--- src/rtl/fsqrt_pkg.sv ---
// Shared constants and types for the binary32 square-root sequencer.
package fsqrt_pkg;

    typedef enum logic [2:0] {
        S_IDLE,
        S_ISSUE,
        S_WAIT,
        S_ROUND,
        S_DONE
    } state_t;

    localparam logic [1:0] RM_RNE = 2'b00;
    localparam logic [1:0] RM_RZ  = 2'b01;
    localparam logic [1:0] RM_RUP = 2'b10;
    localparam logic [1:0] RM_RDN = 2'b11;

    localparam logic [31:0] QNAN = 32'h7FC0_0000;
    localparam logic [31:0] PINF = 32'h7F80_0000;
    localparam int          BIAS = 127;

    // Anything the core must not see: NaN/inf, zero/denormal, or negative.
    function automatic logic is_special(input logic [31:0] x);
        return x[31] | (x[30:23] == 8'hFF) | (x[30:23] == 8'h00);
    endfunction

endpackage

--- src/rtl/fsqrt_round.sv ---
// Rounds the core root (.1xxx with sticky in bit 0) and packs a positive binary32.
module fsqrt_round
    import fsqrt_pkg::*;
(
    input  logic [31:0] q,
    input  logic [7:0]  exp,
    input  logic [1:0]  rm,
    output logic [31:0] s,
    output logic        inexact
);

    logic        w_g;
    logic        w_st;
    logic        w_inc;
    logic [23:0] w_sum;

    always_comb begin
        w_g  = q[7];
        w_st = |q[6:0];
        case (rm)
            RM_RNE:  w_inc = w_g & (w_st | q[8]);
            RM_RUP:  w_inc = w_g | w_st;
            default: w_inc = 1'b0;
        endcase
        // Hidden bit q[31] is always 1, so bit 23 of the sum drops only on carry-out.
        w_sum   = q[31:8] + {23'b0, w_inc};
        s       = {1'b0, exp + {7'b0, ~w_sum[23]}, w_sum[22:0]};
        inexact = w_g | w_st;
    end

endmodule

--- src/rtl/fsqrt_ctrl.sv ---
// binary32 sqrt sequencer: special-case filter, radicand alignment, core handshake, rounding.
module fsqrt_ctrl
    import fsqrt_pkg::*;
(
    input  logic        clock,
    input  logic        resetn,
    input  logic [31:0] a,
    input  logic        start_in,
    input  logic [1:0]  rm,
    output logic [31:0] core_d,
    output logic        core_start,
    input  logic        core_ready,
    input  logic [31:0] core_q,
    output logic [31:0] s,
    output logic        invalid,
    output logic        inexact,
    output logic        busy,
    output logic        ready
);

    state_t      r_state;
    logic [31:0] r_a;
    logic [1:0]  r_rm;
    logic [31:0] r_q;
    logic [31:0] r_core_d;
    logic [7:0]  r_exp;
    logic [31:0] r_s;
    logic        r_core_start;
    logic        r_invalid;
    logic        r_inexact;
    logic        r_busy;
    logic        r_ready;

    logic [31:0] w_align;
    logic [7:0]  w_rexp;
    logic [31:0] w_sp_s;
    logic        w_sp_inv;
    logic [31:0] w_rnd_s;
    logic        w_rnd_inexact;

    // Odd e: (e+127)>>1 == (e>>1)+64; even e: (e+126)>>1 == (e>>1)+63.
    always_comb begin
        w_align = a[23] ? {2'b01, a[22:0], 7'b0} : {1'b1, a[22:0], 8'b0};
        w_rexp  = {1'b0, a[30:24]} + 8'((BIAS - 1) / 2) + {7'b0, a[23]};
    end

    always_comb begin
        w_sp_s   = QNAN;
        w_sp_inv = 1'b1;
        if (r_a[30:23] == 8'hFF && r_a[22:0] != 23'b0) begin
            w_sp_inv = ~r_a[22];
        end else if (r_a[30:23] == 8'h00) begin
            w_sp_s   = {r_a[31], 31'b0};
            w_sp_inv = 1'b0;
        end else if (!r_a[31]) begin
            w_sp_s   = PINF;
            w_sp_inv = 1'b0;
        end
    end

    fsqrt_round u_round (
        .q       (r_q),
        .exp     (r_exp),
        .rm      (r_rm),
        .s       (w_rnd_s),
        .inexact (w_rnd_inexact)
    );

    always_ff @(posedge clock or negedge resetn) begin
        if (!resetn) begin
            r_state      <= S_IDLE;
            r_a          <= '0;
            r_rm         <= '0;
            r_q          <= '0;
            r_core_d     <= '0;
            r_exp        <= '0;
            r_s          <= '0;
            r_core_start <= 1'b0;
            r_invalid    <= 1'b0;
            r_inexact    <= 1'b0;
            r_busy       <= 1'b0;
            r_ready      <= 1'b0;
        end else begin
            case (r_state)
                S_IDLE: if (start_in) begin
                    r_a          <= a;
                    r_rm         <= rm;
                    r_core_d     <= w_align;
                    r_exp        <= w_rexp;
                    r_core_start <= ~is_special(a);
                    r_busy       <= 1'b1;
                    r_state      <= S_ISSUE;
                end
                S_ISSUE: begin
                    r_core_start <= 1'b0;
                    if (is_special(r_a)) begin
                        r_s       <= w_sp_s;
                        r_invalid <= w_sp_inv;
                        r_inexact <= 1'b0;
                        r_ready   <= 1'b1;
                        r_state   <= S_DONE;
                    end else begin
                        r_state   <= S_WAIT;
                    end
                end
                S_WAIT: if (core_ready) begin
                    r_q     <= core_q;
                    r_state <= S_ROUND;
                end
                S_ROUND: begin
                    r_s       <= w_rnd_s;
                    r_inexact <= w_rnd_inexact;
                    r_invalid <= 1'b0;
                    r_ready   <= 1'b1;
                    r_state   <= S_DONE;
                end
                S_DONE: begin
                    r_ready <= 1'b0;
                    r_busy  <= 1'b0;
                    r_state <= S_IDLE;
                end
                default: r_state <= S_IDLE;
            endcase
        end
    end

    assign core_d     = r_core_d;
    assign core_start = r_core_start;
    assign s          = r_s;
    assign invalid    = r_invalid;
    assign inexact    = r_inexact;
    assign busy       = r_busy;
    assign ready      = r_ready;

endmodule
--- config.mk ---
export PLATFORM = sky130hd
export DESIGN_NAME = fsqrt_ctrl
export DESIGN_NICKNAME = d
export VERILOG_FILES = /design/src/rtl/fsqrt_pkg.sv /design/src/rtl/fsqrt_round.sv /design/src/rtl/fsqrt_ctrl.sv
export SDC_FILE = /design/constraint.sdc
export NUM_CORES = 1
export LEC_CHECK = 0
export CAP_MARGIN = 20
export CORE_AREA = 2 2 132 134
export DETAILED_ROUTE_END_ITERATION = 12
export DIE_AREA = 0 0 134 136
export PLACE_DENSITY_LB_ADDON = 0.15
export SLEW_MARGIN = 20
export SYNTH_ARGS = -nofsm -noshare
export SYNTH_HDL_FRONTEND = slang
export SYNTH_HIERARCHICAL = 1
export SYNTH_SLANG_ARGS = --single-unit
export TNS_END_PERCENT = 10
--- constraint.sdc ---
create_clock -name clock -period 3.6 [get_ports clock]
set_input_delay 0.36 -clock clock [delete_from_list [all_inputs] [get_ports clock]]
set_output_delay 0.36 -clock clock [all_outputs]
set_load 0.01 [all_outputs]
Word-level counts from Yosys, hierarchy flattened
Index checks and enable logic that the tools add are counted.

storage, ports and cells
  register bits after elaboration = 146
  input port bits = 70
  logic and storage cells = 78

cells by class
  add/subtract/negate cells = 4
  equality and inequality tests = 10
  mux-type cells = 24
  bitwise gates (word level) = 10
  reduce and logical (&&, ||, !) cells = 18

operator list
  cell                                                              count
  32-bit 2-to-1 mux                                                 4
  32-bit one-hot mux with 2 select lines                            1
  24-bit by 1-bit adder with 24-bit output                          1
  23-bit 2-to-1 mux                                                 1
  23-bit nonzero test                                               1
  8-bit by 1-bit adder with 8-bit output                            2
  8-bit == test (second input constant)                             2
  8-bit zero test                                                   2
  2-bit AND reduction                                               7
  3-bit one-hot mux with 4 select lines                             1
  1-bit one-hot mux with 2 select lines                             5
  3-bit 2-to-1 mux                                                  3
  7-bit by 6-bit adder with 8-bit output (second input constant)    1
  1-bit 2-to-1 mux                                                  8
  7-bit OR reduction                                                1
  3-bit by 2-bit == test with 1-bit output (second input constant)  2
  2-bit != test (second input constant)                             3
  1-bit bitwise OR                                                  6
  2-bit nonzero test                                                3
  3-bit by 1-bit == test with 1-bit output (second input constant)  1
  3-bit == test (second input constant)                             1
  3-bit zero test                                                   1
  1-bit NOT                                                         3
  1-bit one-hot mux with 3 select lines                             1
  other kinds (5)                                                   5

Logic depth before layout (Yosys ltp)
  depth in word-level cells = 8
  gate-level depth with buffers = 15
  gate-level depth less buffers = 15

Hierarchy
Netlist, hierarchy kept.

by module, submodules not included
  module       instances  cells each  area each (µm²)  seq. area each (µm²)
  fsqrt_ctrl   1          567         5,846.9          3,478.3
  fsqrt_round  1          85          624.3            0.0

Worst setup path before layout
Ideal clock, no wire load.

  kind = register -> register
  start point = reg r_q[1]
  end point = reg r_s[30] (netlist: s[30])
  library setup time = 0.122 ns
  arrival time = 2.424 ns
  required time = 3.478 ns
  slack = 1.054 ns
  cell stages (with the launch flop) = 16
  buffers on the path = 0
  cell sequence = dfrtp_1 > nor3_1 > nand2_1 > nor3_1 > nor3_1 > ha_1 > nand4_1 > nor4_4 > nand3_1 > xor2_1 > ha_1 > and4_1 > nand2_1 > xnor2_1 > o21ai_0 > nor2_1

on the way
  cells in the longest elaborated chain, start to end = 8
  elaborated cells between the ends (all ways) = 9
  those cells by class = 2 x add/sub; 2 x mux; 4 x bitwise; 1 x reduce/logical

ends and longest elaborated chain
  element                                       line               text
  from (decl)                                   fsqrt_ctrl.sv:24   logic [31:0] r_q;
  from (signal assigned)                        fsqrt_ctrl.sv:107  r_q <= core_q;
  7-bit OR reduction (*)                        fsqrt_round.sv:19  w_st = |q[6:0];
  1-bit bitwise OR                              fsqrt_round.sv:21  RM_RNE: w_inc = w_g & (w_st | q[8]);
  1-bit AND                                     fsqrt_round.sv:21
  1-bit one-hot mux with 2 select lines (*)     fsqrt_round.sv:20  case (rm)
  24-bit by 1-bit adder with 24-bit output (*)  fsqrt_round.sv:26  w_sum = q[31:8] + {23'b0, w_inc};
  1-bit NOT (*)                                 fsqrt_round.sv:27  s = {1'b0, exp + {7'b0, ~w_sum[23]}, w_sum[22:0]};
  8-bit by 1-bit adder with 8-bit output (*)    fsqrt_round.sv:27
  via w_rnd_s[30]                               fsqrt_ctrl.sv:38   logic [31:0] w_rnd_s;
  32-bit one-hot mux with 2 select lines (*)    fsqrt_ctrl.sv:84   case (r_state)
  to (signal assigned)                          fsqrt_ctrl.sv:97   r_s <= w_sp_s;
  to (signal assigned)                          fsqrt_ctrl.sv:111  r_s <= w_rnd_s;
  to (decl)                                     fsqrt_ctrl.sv:27   logic [31:0] r_s;

Mark *: on every way through the listed nets, which the timed path passes. The rest lies on a longest branch.
A chain may end at the register's enable or synchronous reset.

Worst setup path in the final report
  start point = reg r_q[4]
  end point = reg r_s[30] (netlist: s[30])

The elaborated chain is that of the path after synthesis.

==> run summary <==
ys async rst share = 1.000
post-synth cell types = 49
grt ovf = 0
io pins = 139
all-layer global routing usage = 0.1723
Slew headroom = 0.3503
outcome = finished, final reports clean
Max-Cap Viols = 0
Worst EP arrival = 3.32 ns
share of the synthesized area in the top cell type = 0.5375
first-pass GRT wire length = 24,840 um
CTS root buf = clkbuf_16
most common cell in the netlist = nand2_1
global routing usage on met3 = 0.03915
H-tree depth = 4
met1 usage = 0.2300
via count = 4,897
die area = 18,220 um^2
DR iter-0 viols = 211
M2 GR Usage = 0.2764
DRC violations left = 0
Startpoint Class = flop
antenna fix cells = 0
Skew-Pair Late Insertion Delay = 0.41 ns
via density per instance = 4.839
slowest stage cell, crit path = nor4_4
placed wire-length estimate = 10,440 um
Post-synth top cells = 195 x nand2_1, 139 x dfrtp_1, 67 x o21ai_0
f_max = 0.3299 GHz
Pins Over Slew Limit = 0
CTS sink cnt = 139
IO buf count = 131
row cnt = 48
Layout area overhead = 32.48%
vias in the first global route = 4,942
Cell Pwr Density = 831.7 nW/um^2
CTS tree = built
Synth area leader = dfrtp_1
Synth Register Bits = 139
Post-CTS Setup Repair Bufs = 0
Final #Nets = 852
initial antenna violation count = 0
Hold WC Path Type = input pin to asynchronous set/reset pin
Pleak = 3.768 nW
CORE AREA = 16,880 um^2
ANT nets after route = 0
Layout Skew = 0.009785 ns
busiest grt layer = met2
number of CTS-inserted buffers = 17
Seq/Total Area, Yosys = 0.5375
# resized after CTS = 0
critical path peak fanout = 5
final setup vio count = 0
crit path kind = flop to flop
width of the die = 134 um
Cells after Synth = 652
final worst path period need = 3.031 ns
Avg Cell Area, Syn = 9.925 um^2
DR WL/cell = 14.84 um
Post-synth EDFFs = 0
setup slack after layout = 0.5688 ns
# hold bufs at CTS = 0
Warnings, synthesis = 6
Die Y = 136 um
Post-synth top flop = dfrtp_1
initial core utilization = 0.3835
largest net degree at the start of global routing = 122
clk buf depth = 2
drt pass-1 iters = 4
DRT Wirelength = 15,010 um
GPL Wtd Cong = 0.7837
Final Hold Fails = 0
slowest stage delay, CP = 0.45 ns
synth top area cells = dfrtp_1 54%, nand2_1 11%, mux2_2 5.2%
setup TNS = 0 ns
worst-path cell chain = nor4_1 -> nand2_1 -> nor3_1 -> nor3_1 -> ha_1 -> nand4_1 -> nor4_4 -> nand3_1 -> xor2_1 -> ha_1 -> and4_1 -> nand2_1 -> xnor2_1 -> o21ai_0 -> nor2_1
Tcrit/Tclk final = 0.8420
Max rail drop VDD = 0.0003694 V
share of cells above drive strength 1 = 0.1042
CP Capture Type = flop
RSZ-0062 raised after global routing = false
post-synth design cell area = 6471 um^2
worst-margin pin slew = 0.9745 ns
clk slew on worst S/H paths = 0.06 ns
CP required = 3.89 ns
worst slack, placed = 0.6012 ns
[layout make-up]
class,instances,area (um^2)
clock buffer,25,505.5
clock inverter,7,110.1
fill,1558,8303
inverter,5,18.77
multi-input combinational,474,2819
sequential,139,3478
tap,225,281.5
timing repair buffer,137,1360
[cells in the final DEF, fill, tap and decap left out, types with 2 or more instances in the layout]
cell type,Yosys,final
ha_1,8,8
nor4_4,2,2
mux2i_1,25,25
and3_1,2,2
nand3_1,15,14
nand2_1,195,195
inv_1,4,4
buf_4,8,6
a21oi_1,4,4
clkbuf_16,0,17
conb_1,2,8
nor3_1,15,15
xnor2_1,21,21
bufinv_16,0,3
clkinv_2,0,4
or4_4,2,2
nand3b_1,3,3
xor2_1,12,12
nand4_1,9,9
dfrtp_1,139,139
and4_1,4,4
mux2_1,2,2
nor2_1,20,20
clkbuf_8,0,6
nor4_1,8,8
mux2_2,30,30
o21ai_0,67,67
clkbuf_1,15,3
clkdlybuf4s50_1,0,130
[per-layer routing]
metal,up-vias,share of wire
li1,2430,-
met1,2334,0.47
met2,119,0.47
met3,14,0.044
met4,0,0.012
met5,-,0
[registers in the layout, indices dropped and copies added, names as in the netlist]
signal and flops:
ready 1, r_a 32, r_q 32, core_d 25
r_rm 2, core_start 1, s 32, r_exp 8
busy 1, invalid 1, inexact 1, r_state 3
[cells by family after synthesis]
family                   after synthesis  share of synthesized area
multiplexers                          57                    0.09435
AND/OR/NAND/NOR                      288                     0.2051
AO/OA/AOI/OAI                         80                    0.06748
buffers and inverters                 45                    0.03422
flip-flops                           139                     0.5375
adder cells (fa/ha/maj)                8                    0.01547
XOR/XNOR                              33                    0.04466
other                                  2                   0.001161
[stage by stage]
| step | cells | utilization | power (W) | hold slack, ns | instance area (um^2) |
|---|---|---|---|---|---|
| after floorplan | 658 | - | 0.004256 | 0.06441 | 6494 |
| after global placement | 980 | 0.4714 | 0.005286 | 0.4594 | 7955 |
| after detailed placement | 980 | 0.4714 | 0.005380 | 0.4662 | 7955 |
| after CTS | 1012 | 0.5079 | 0.007229 | 0.1830 | 8571 |
| after global routing | 1012 | 0.5080 | 0.007656 | 0.1694 | 8573 |
| final | 1012 | 0.5080 | 0.007131 | 0.07006 | 8573 |
[worst max-delay path, delay by kind of cell (launching register included)]
kind	cells	cell delay, ns
AO/OA/AOI/OAI	1	0.15
flip-flops	1	0.36
XOR/XNOR	2	0.40
AND/OR/NAND/NOR	10	1.51
adder cells (fa/ha/maj)	2	0.49
[final timing paths]
kind | from | to | slack (ns) | depth (start not counted)
worst max register to register | r_q[4]$_DFFE_PN0P_ | s[30]$_DFFE_PN0P_ | 0.57 | 15
max in group asynchronous | resetn | r_a[27]$_DFFE_PN0P_ | 2.65 | 2
worst min register to register | core_d[30]$_DFFE_PN0P_ | core_d[30]$_DFFE_PN0P_ | 0.48 | 2
min in group clock | core_d[30]$_DFFE_PN0P_ | core_d[30]$_DFFE_PN0P_ | 0.48 | 2
worst max-delay path | r_q[4]$_DFFE_PN0P_ | s[30]$_DFFE_PN0P_ | 0.57 | 15
worst min-delay path | resetn | s[5]$_DFFE_PN0P_ | 0.07 | 1
[power breakdown]
group	switching (W)	internal (W)	leakage, nW
registers	0.000580	0.00229	1.70
logic	0.00119	0.00126	1.76
clock network	0.000630	0.00118	0.307
total	0.00240	0.00473	3.77
Note: power is estimated with default switching activity, not from simulation.
